$ cat config.mk
export PLATFORM = sky130hd
export DESIGN_NAME = serv_ibus_fetch
export DESIGN_NICKNAME = d
export VERILOG_FILES = /design/src/rtl/serv_ibus_fetch.sv
export SDC_FILE = /design/constraint.sdc
export NUM_CORES = 1
export LEC_CHECK = 0
export ABC_AREA = 0
export BUFFER_PORTS_ARGS = -buffer_cell sky130_fd_sc_hd__buf_2
export CORE_MARGIN = 2
export CORE_UTILIZATION = 40
export DETAILED_ROUTE_END_ITERATION = 7
export GPL_TIMING_DRIVEN = 0
export PLACE_DENSITY_LB_ADDON = 0.1
export SYNTH_ARGS = -nofsm -noshare
export SYNTH_HDL_FRONTEND = slang
export SYNTH_SLANG_ARGS = --single-unit
$ cat constraint.sdc
create_clock -name i_clk -period 2.9 [get_ports i_clk]
set_input_delay 0.29 -clock i_clk [delete_from_list [all_inputs] [get_ports i_clk]]
set_output_delay 0.29 -clock i_clk [all_outputs]
set_load 0.01 [all_outputs]
$ cat src/rtl/serv_ibus_fetch.sv
// Instruction fetch stage: one Wishbone classic read per request, with the
// returned word held in an instruction register that feeds the decoder.
module serv_ibus_fetch #(
  parameter logic [31:0] RESET_PC    = 32'h0000_0000,
  parameter logic        ALIGN_CHECK = 1'b1
) (
  input  logic        i_clk,
  input  logic        i_rst,
  input  logic        i_fetch_req,
  input  logic [31:0] i_fetch_pc,
  output logic        o_fetch_ready,
  input  logic        i_flush,
  output logic [31:0] o_ibus_adr,
  output logic        o_ibus_cyc,
  input  logic [31:0] i_ibus_rdt,
  input  logic        i_ibus_ack,
  output logic        o_dec_en,
  output logic [31:0] o_instr,
  output logic [4:0]  o_opcode,
  output logic [2:0]  o_funct3,
  output logic        o_imm30,
  output logic        o_imm25,
  output logic        o_op20,
  output logic        o_op21,
  output logic        o_op22,
  output logic        o_op26,
  output logic [4:0]  o_rs1,
  output logic [4:0]  o_rs2,
  output logic [4:0]  o_rd,
  output logic        o_illegal,
  output logic        o_misalign
);

  localparam logic [31:0] NOP = 32'h0000_0013;

  typedef enum logic [1:0] {
    IDLE  = 2'd0,
    FETCH = 2'd1,
    DRAIN = 2'd2
  } state_e;

  state_e      state_q, state_d;
  logic [31:0] adr_q, adr_d;
  logic        cyc_q, cyc_d;
  logic        ready_q, ready_d;
  logic [31:0] instr_q, instr_d;
  logic        illegal_q, illegal_d;
  logic        dec_en_q, dec_en_d;
  logic        misalign_q, misalign_d;

  logic        accept;
  logic        pc_bad;

  assign accept = i_fetch_req && (state_q == IDLE);
  assign pc_bad = ALIGN_CHECK && (i_fetch_pc[1:0] != 2'b00);

  // Next-state and registered-output logic.
  always_comb begin
    state_d    = state_q;
    adr_d      = adr_q;
    cyc_d      = cyc_q;
    instr_d    = instr_q;
    illegal_d  = illegal_q;
    dec_en_d   = 1'b0;
    misalign_d = 1'b0;

    case (state_q)
      IDLE: begin
        if (accept) begin
          if (pc_bad) begin
            misalign_d = 1'b1;
          end else begin
            adr_d   = i_fetch_pc;
            cyc_d   = 1'b1;
            state_d = FETCH;
          end
        end
      end
      FETCH: begin
        if (i_ibus_ack) begin
          cyc_d   = 1'b0;
          state_d = IDLE;
          if (!i_flush) begin
            instr_d   = i_ibus_rdt;
            illegal_d = (i_ibus_rdt[1:0] != 2'b11);
            dec_en_d  = 1'b1;
          end
        end else if (i_flush) begin
          state_d = DRAIN;
        end
      end
      DRAIN: begin
        // Classic Wishbone cannot abort, so hold the cycle until the slave acks.
        if (i_ibus_ack) begin
          cyc_d   = 1'b0;
          state_d = IDLE;
        end
      end
      default: begin
        cyc_d   = 1'b0;
        state_d = IDLE;
      end
    endcase

    ready_d = (state_d == IDLE);
  end

  always_ff @(posedge i_clk or posedge i_rst) begin
    if (i_rst) begin
      state_q    <= IDLE;
      adr_q      <= RESET_PC;
      cyc_q      <= 1'b0;
      ready_q    <= 1'b1;
      instr_q    <= NOP;
      illegal_q  <= 1'b0;
      dec_en_q   <= 1'b0;
      misalign_q <= 1'b0;
    end else begin
      state_q    <= state_d;
      adr_q      <= adr_d;
      cyc_q      <= cyc_d;
      ready_q    <= ready_d;
      instr_q    <= instr_d;
      illegal_q  <= illegal_d;
      dec_en_q   <= dec_en_d;
      misalign_q <= misalign_d;
    end
  end

  assign o_fetch_ready = ready_q;
  assign o_ibus_adr    = adr_q;
  assign o_ibus_cyc    = cyc_q;
  assign o_dec_en      = dec_en_q;
  assign o_instr       = instr_q;
  assign o_illegal     = illegal_q;
  assign o_misalign    = misalign_q;

  // Decoder fields are plain slices of the instruction register.
  assign o_opcode = instr_q[6:2];
  assign o_funct3 = instr_q[14:12];
  assign o_imm30  = instr_q[30];
  assign o_imm25  = instr_q[25];
  assign o_op20   = instr_q[20];
  assign o_op21   = instr_q[21];
  assign o_op22   = instr_q[22];
  assign o_op26   = instr_q[26];
  assign o_rs1    = instr_q[19:15];
  assign o_rs2    = instr_q[24:20];
  assign o_rd     = instr_q[11:7];

endmodule
==> results of run 1 <==
power by group:
part | total [µW] | internal [µW] | switching (µW)
clock network | 986 | 619 | 367
registers | 1770 | 1480 | 286
logic | 2220 | 1300 | 921
total | 4980 | 3400 | 1570
Yosys cell counts, types with 3 or more instances:
cell / n / share of area
dfstp_2: 4 / 0.034
dfrtp_1: 67 / 0.53
mux2_2: 35 / 0.13
nand2_1: 3 / 0.0036
nor2_1: 5 / 0.0060
buf_12: 3 / 0.019
mux2_4: 27 / 0.13
buf_4: 29 / 0.069
ha_1: 4 / 0.016
buf_6: 4 / 0.014
inv_1: 4 / 0.0048
how the worst min path moves through the flow:
stage,cells after the start,startpoint,slack (ns),to
after global routing,2,i_ibus_rdt[1],0.15,o_illegal$_DFFE_PP0P_
final,2,i_rst,0.13,o_ibus_adr[12]$_DFFE_PP0P_
after global placement,1,o_ibus_cyc$_DFFE_PP0P_,0.47,o_ibus_cyc$_DFFE_PP0P_
after CTS,2,i_ibus_rdt[1],0.14,o_illegal$_DFFE_PP0P_
after detailed placement,1,o_ibus_adr[1]$_DFFE_PP0P_,0.47,o_ibus_adr[1]$_DFFE_PP0P_
after floorplan,1,i_ibus_rdt[1],0.39,o_illegal$_DFFE_PP0P_
layout make-up:
class                      count  share of cell area
timing repair buffer         166               0.191
multi-input combinational     93               0.233
inverter                       4             0.00403
sequential                    71               0.410
buffer                        36              0.0742
tap                          102              0.0293
clock buffer                  11              0.0348
clock inverter                 5              0.0239
registers in the layout (all words and copies together) (netlist names):
register,count
o_ibus_adr,32
o_instr,32
state_q,2
o_dec_en,1
o_fetch_ready,1
o_ibus_cyc,1
o_illegal,1
o_misalign,1
routing by layer:
layer,GRT usage,vias to the layer above,wire (µm)
met3,0.0496,7,589
met1,0.172,1042,2630
met2,0.254,88,3200
li1,-,1030,-
met5,0,-,0
met4,0.0622,0,80
metrics by stage:
step                      worst slack (ns)   util  power (µW)  instance area [µm²]  cells
after CTS                             1.11  0.569        5040                 4350    488
after detailed placement              1.13  0.536        4040                 4100    472
after floorplan                      0.820      -        3190                 3130    204
after global routing                  1.04  0.569        5290                 4350    488
after global placement              -0.134  0.535        4000                 4090    472
final                                 1.11  0.569        4980                 4350    488
placed cells by master (no fill, tap or decap), types with 2 or more instances in the layout:
cell | Yosys | final
a31oi_1 | 2 | 2
and2_1 | 2 | 2
buf_12 | 3 | 3
buf_2 | 0 | 166
buf_4 | 29 | 29
buf_6 | 4 | 4
bufinv_16 | 0 | 3
clkbuf_8 | 0 | 11
dfrtp_1 | 67 | 67
dfstp_2 | 4 | 4
ha_1 | 4 | 4
inv_1 | 4 | 3
mux2_2 | 35 | 35
mux2_4 | 27 | 27
nand2_1 | 3 | 3
nor2_1 | 5 | 5
critical path: cells and delay by family, from the launching register on:
kind / cells / cell delay [ns]
adder cells (fa/ha/maj): 1 / 0.30
buffers and inverters: 2 / 0.28
flip-flops: 1 / 0.45
multiplexers: 1 / 0.34
AND/OR/NAND/NOR: 1 / 0.30
kinds of logic (layout without fill, tap and decap cells):
| group | after synthesis | after routing | synth area share |
|---|---|---|---|
| AND/OR/NAND/NOR | 18 | 18 | 0.0315 |
| AO/OA/AOI/OAI | 9 | 9 | 0.0212 |
| multiplexers | 62 | 62 | 0.255 |
| buffers and inverters | 40 | 222 | 0.108 |
| adder cells (fa/ha/maj) | 4 | 4 | 0.0160 |
| flip-flops | 71 | 71 | 0.568 |
==> impl_metrics.tcl, run 1 <==
set metrics [dict create \
    outcome "finished, final reports clean" \
    cp.required_ns 3.11 \
    postCtsSetupRepairBufs 0 \
    clk_pin_slew_ns 0.08 \
    drt_iter0_drc 45 \
    setup-violations-final 0 \
    antenna_found_initial 0 \
    grt_max_degree 72 \
    syn_avg_cell_area_um2 15.4 \
    startpoint "state_q[1]$_DFF_PP0_" \
    maxCapViolCount 0 \
    cts_hold_buf 0 \
    ys_warn_count 0 \
    firstDrtPassIters 4 \
    grt_pass1_vias 2102 \
    gp_congestion 0.706 \
    grt_first_pass_wirelength_um 9980 \
    n_antenna_cell 0 \
    tns_ns 0 \
    layout-drive-gt1-share 0.749 \
    grt_setup_unrepaired "no" \
    pin_count 167 \
    reg2reg_depth 5 \
    num_rows 32 \
    fillers 686 \
    fin_crit_sh 0.616 \
    clock_skew_ns 0.0135 \
    final_antenna_net_count 0 \
    grt_overflow 0 \
    crit_type "reg2reg" \
    synth_edf_count 0 \
    postSynthCellCount 204 \
    yosysSeqAreaShare 0.568 \
    avgRoutedWirePerCell_um 13.3 \
    slowest_delay_ns 0.45 \
    slew_viol_final 0 \
    p_leak_uw 0.00228 \
    root_buffer "clkbuf_8" \
    ff_latch_area_um2 1780 \
    drc_errors 0 \
    routed_wl_um 6500 \
    slowest_stage "dfrtp_1" \
    worstMarginPinSlew_ns 0.865 \
    cp-start-kind "flop" \
    avgViaCountPerCell 4.44 \
    initial_core_util 0.410 \
    track_usage 0.149 \
    cts_sinks 71 \
    synth_seq_cells 71 \
    clkLatencyLatePin_ns 0.34 \
    cts_resized 0 \
    synth.distinct_cells 28 \
    rr_endpoint "o_ibus_adr[21]$_DFFE_PP0P_" \
    cts_max_level 3 \
    die_w_um 92.5 \
    irDropWorstVdd_v 0.000424 \
    regToRegSetupSlack_ns 1.11 \
    max_freq_mhz 560 \
    crit_arrival_ns 2.00 \
    nets 454 \
    area_growth_pct 38.8 \
    cts_inserted_buffers 9 \
    critPathCapture "o_ibus_adr[21]$_DFFE_PP0P_" \
    synth_flop_cell "dfrtp_1" \
    cts.path.max_buffers 2 \
    finalCriticalPeriod_ns 1.79 \
    r2r-start "state_q[1]$_DFF_PP0_" \
    pwr_density_cell_nw_per_um2 1140 \
    finalHoldViolCount 0 \
    die_h_um 92.5 \
    netlist_area_um2 3130 \
    cp-end-kind "flop" \
    cts_tree "done" \
    port_buffers 166 \
    hpwlAfterDp_um 4870 \
    crit_fanout 10 \
    crit_chain "inv_1 > ha_1 > and3_2 > buf_6 > mux2_2" \
    synth_nets 277 \
    slew-limit-headroom 0.424 \
    num_vias 2167 \
    core_um2 7650 \
    holdWs_ns 0.127 \
    multiInputGateArea_um2 1010 \
    design.die.area_um2 8560 \
    hold_class "in2async" \
    async_flop_share 1.00 \
]
Note: power is estimated with default switching activity, not from simulation.
==> run 2: changes to the inputs <==
--- a/config.mk
+++ b/config.mk
@@ -5,7 +5,7 @@
 export SDC_FILE = /design/constraint.sdc
 export NUM_CORES = 1
 export LEC_CHECK = 0
-export ABC_AREA = 0
+export ABC_AREA = 1
 export BUFFER_PORTS_ARGS = -buffer_cell sky130_fd_sc_hd__buf_2
 export CORE_MARGIN = 2
 export CORE_UTILIZATION = 40
==> constraint.sdc (replaced) <==
create_clock -name i_clk -period 1.6 [get_ports i_clk]
set_input_delay 0.16 -clock i_clk [delete_from_list [all_inputs] [get_ports i_clk]]
set_output_delay 0.16 -clock i_clk [all_outputs]
set_load 0.01 [all_outputs]
==> impl_metrics.tcl, run 2 <==
set metrics [dict create \
    crit_type "reg2reg" \
    num_rows 31 \
    final_antenna_net_count 0 \
    firstDrtPassIters 4 \
    cts_sinks 71 \
    drt_iter0_drc 87 \
    cts_max_level 3 \
    synthTopCellsByCount "nand2_1 (197), dfrtp_1 (67), buf_4 (29)" \
    regToRegSetupSlack_ns 0.13 \
    netlist_area_um2 3050 \
    layout_commonest_cell "nand2_1" \
    clk_pin_slew_ns 0.07 \
    drc_errors 0 \
    final_cell_mix "nand2_1 (197), buf_2 (171), dfrtp_1 (67)" \
    place_area_um2 4030 \
    grt_max_degree 39 \
    initial_core_util 0.416 \
    ys_warn_count 0 \
    crit_arrival_ns 1.70 \
    finalHoldViolCount 0 \
    finalCriticalPeriod_ns 1.47 \
    num_vias 2763 \
    postCtsSetupRepairBufs 0 \
    gp_congestion 0.731 \
    synth_seq_cells 71 \
    grt_pass1_vias 2630 \
    synth_largest_area_cell "dfrtp_1" \
    max_freq_mhz 681 \
    rr_endpoint "o_instr[8]$_DFFE_PP0P_" \
    n_antenna_cell 0 \
    synth.most_common_cell "nand2_1" \
    cts_inserted_buffers 9 \
    pwr_density_cell_nw_per_um2 1840 \
    hold_class "in2reg" \
    irDropWorstVdd_v 0.000782 \
    postSynthCellCount 349 \
    root_buffer "clkbuf_8" \
    avgViaCountPerCell 4.26 \
    antenna_found_initial 0 \
    yosys-top-cells-area "dfrtp_1 (55%), nand2_1 (24%), buf_4 (7.1%)" \
    stdcell_count 648 \
    fin_crit_sh 0.918 \
    clkLatencyLatePin_ns 0.34 \
    clock_skew_ns 0.00989 \
    slew_viol_final 0 \
    die_h_um 91.3 \
    r2r-start "state_q[1]$_DFF_PP0_" \
    startpoint "state_q[1]$_DFF_PP0_" \
    layout-drive-gt1-share 0.428 \
    syn_avg_cell_area_um2 8.74 \
    cts_tree "done" \
    yosysSeqAreaShare 0.584 \
    worstMarginPinSlew_ns 0.827 \
    grt_first_pass_wirelength_um 11900 \
    nets 617 \
    synth_edf_count 0 \
    async_flop_share 1.00 \
    synth_flop_cell "dfrtp_1" \
    fillers 671 \
    cp.required_ns 1.83 \
    routed_wl_um 7230 \
    critPathCapture "o_instr[8]$_DFFE_PP0P_" \
    cts.path.max_buffers 2 \
    stdcell_area_um2 4420 \
    area_growth_pct 44.8 \
    synth.distinct_cells 18 \
    setup-violations-final 0 \
    port_buffers 166 \
    grt_overflow 0 \
    avgRoutedWirePerCell_um 11.2 \
    synth_nets 422 \
    pin_count 167 \
    cp-end-kind "flop" \
    outcome "finished, final reports clean" \
    p_leak_uw 0.00266 \
    core_um2 7330 \
    design.die.area_um2 8340 \
    dp.cells 615 \
    crit_fanout 10 \
    track_usage 0.179 \
    slew-limit-headroom 0.447 \
    synth_top_area_frac 0.550 \
    die_w_um 91.3 \
    reg2reg_depth 6 \
    maxCapViolCount 0 \
    utilization 0.603 \
    hpwlAfterDp_um 5300 \
    cp-start-kind "flop" \
]
run 2: critical path, cell delays in order (launching register included):
cell and delay [ns]:
dfrtp_1 0.42, inv_1 0.13, ha_1 0.25, nand3_2 0.20, buf_2 0.24, nand2_1 0.08, nand2_1 0.05
run 2: final cells by class:
type                            count  area [µm²]  area share
Buffer                             41         318      0.0719
Clock buffer                       11         131      0.0297
Clock inverter                      5        82.6      0.0187
Inverter                           16        67.6      0.0153
Multi-Input combinational cell    221         892       0.202
Sequential cell                    71        1780       0.403
Tap cell                           99         124      0.0280
Timing Repair Buffer              184        1020       0.231
run 2: worst min-delay path by stage:
stage,startpoint,to,slack (ns),cells past startpoint
3_3_place_gp,i_fetch_pc[14],o_ibus_adr[14]$_DFFE_PP0P_,0.35,3
3_5_place_dp,i_fetch_pc[9],o_ibus_adr[9]$_DFFE_PP0P_,0.36,3
4_1_cts,i_ibus_rdt[10],o_instr[10]$_DFFE_PP0P_,0.0004,3
2_1_floorplan,i_ibus_rdt[4],o_instr[4]$_DFFE_PP1P_,0.25,2
6_report,i_ibus_rdt[21],o_instr[21]$_DFFE_PP0P_,0.02,3
5_1_grt,i_ibus_rdt[21],o_instr[21]$_DFFE_PP0P_,0.01,3
run 2: through the flow:
step | setup slack (ns) | total power, µW | TNS [ns] | hold slack, ns
3_3_place_gp | 0.125 | 6540 | 0 | 0.353
2_1_floorplan | 0.326 | 5160 | 0 | 0.250
5_1_grt | -0.0421 | 8730 | -0.564 | 0.0101
4_1_cts | 0.0984 | 8230 | 0 | 0.000412
3_5_place_dp | 0.119 | 6620 | 0 | 0.358
6_report | 0.132 | 8120 | 0 | 0.0152
run 2: cells by family after synthesis:
| kind of cell | synth area share |
|---|---|
| buffers and inverters | 0.124 |
| adder cells (fa/ha/maj) | 0.0164 |
| flip-flops | 0.584 |
| AND/OR/NAND/NOR | 0.261 |
| AO/OA/AOI/OAI | 0.0139 |
run 2: repair_timing:
item,CTS,global route
hold buffers,17,0
gates resized for setup,0,4
hold endpoints to repair,38,0
setup endpoints to repair,0,28
run 2: where the power goes:
group          internal (µW)  total [µW]  switching, µW  leakage, µW
logic                   1710        3490           1780      0.00167
clock network            882        1520            641     0.000107
registers               2620        3110            491     0.000882
total                   5210        8120           2910      0.00266
run 2: routing by layer:
metal | vias up | share of wire | track usage
met5 | - | 0 | 0
met4 | 0 | 0.017 | 0.0795
met3 | 9 | 0.070 | 0.0415
met2 | 111 | 0.49 | 0.304
met1 | 1244 | 0.42 | 0.216
li1 | 1399 | - | -
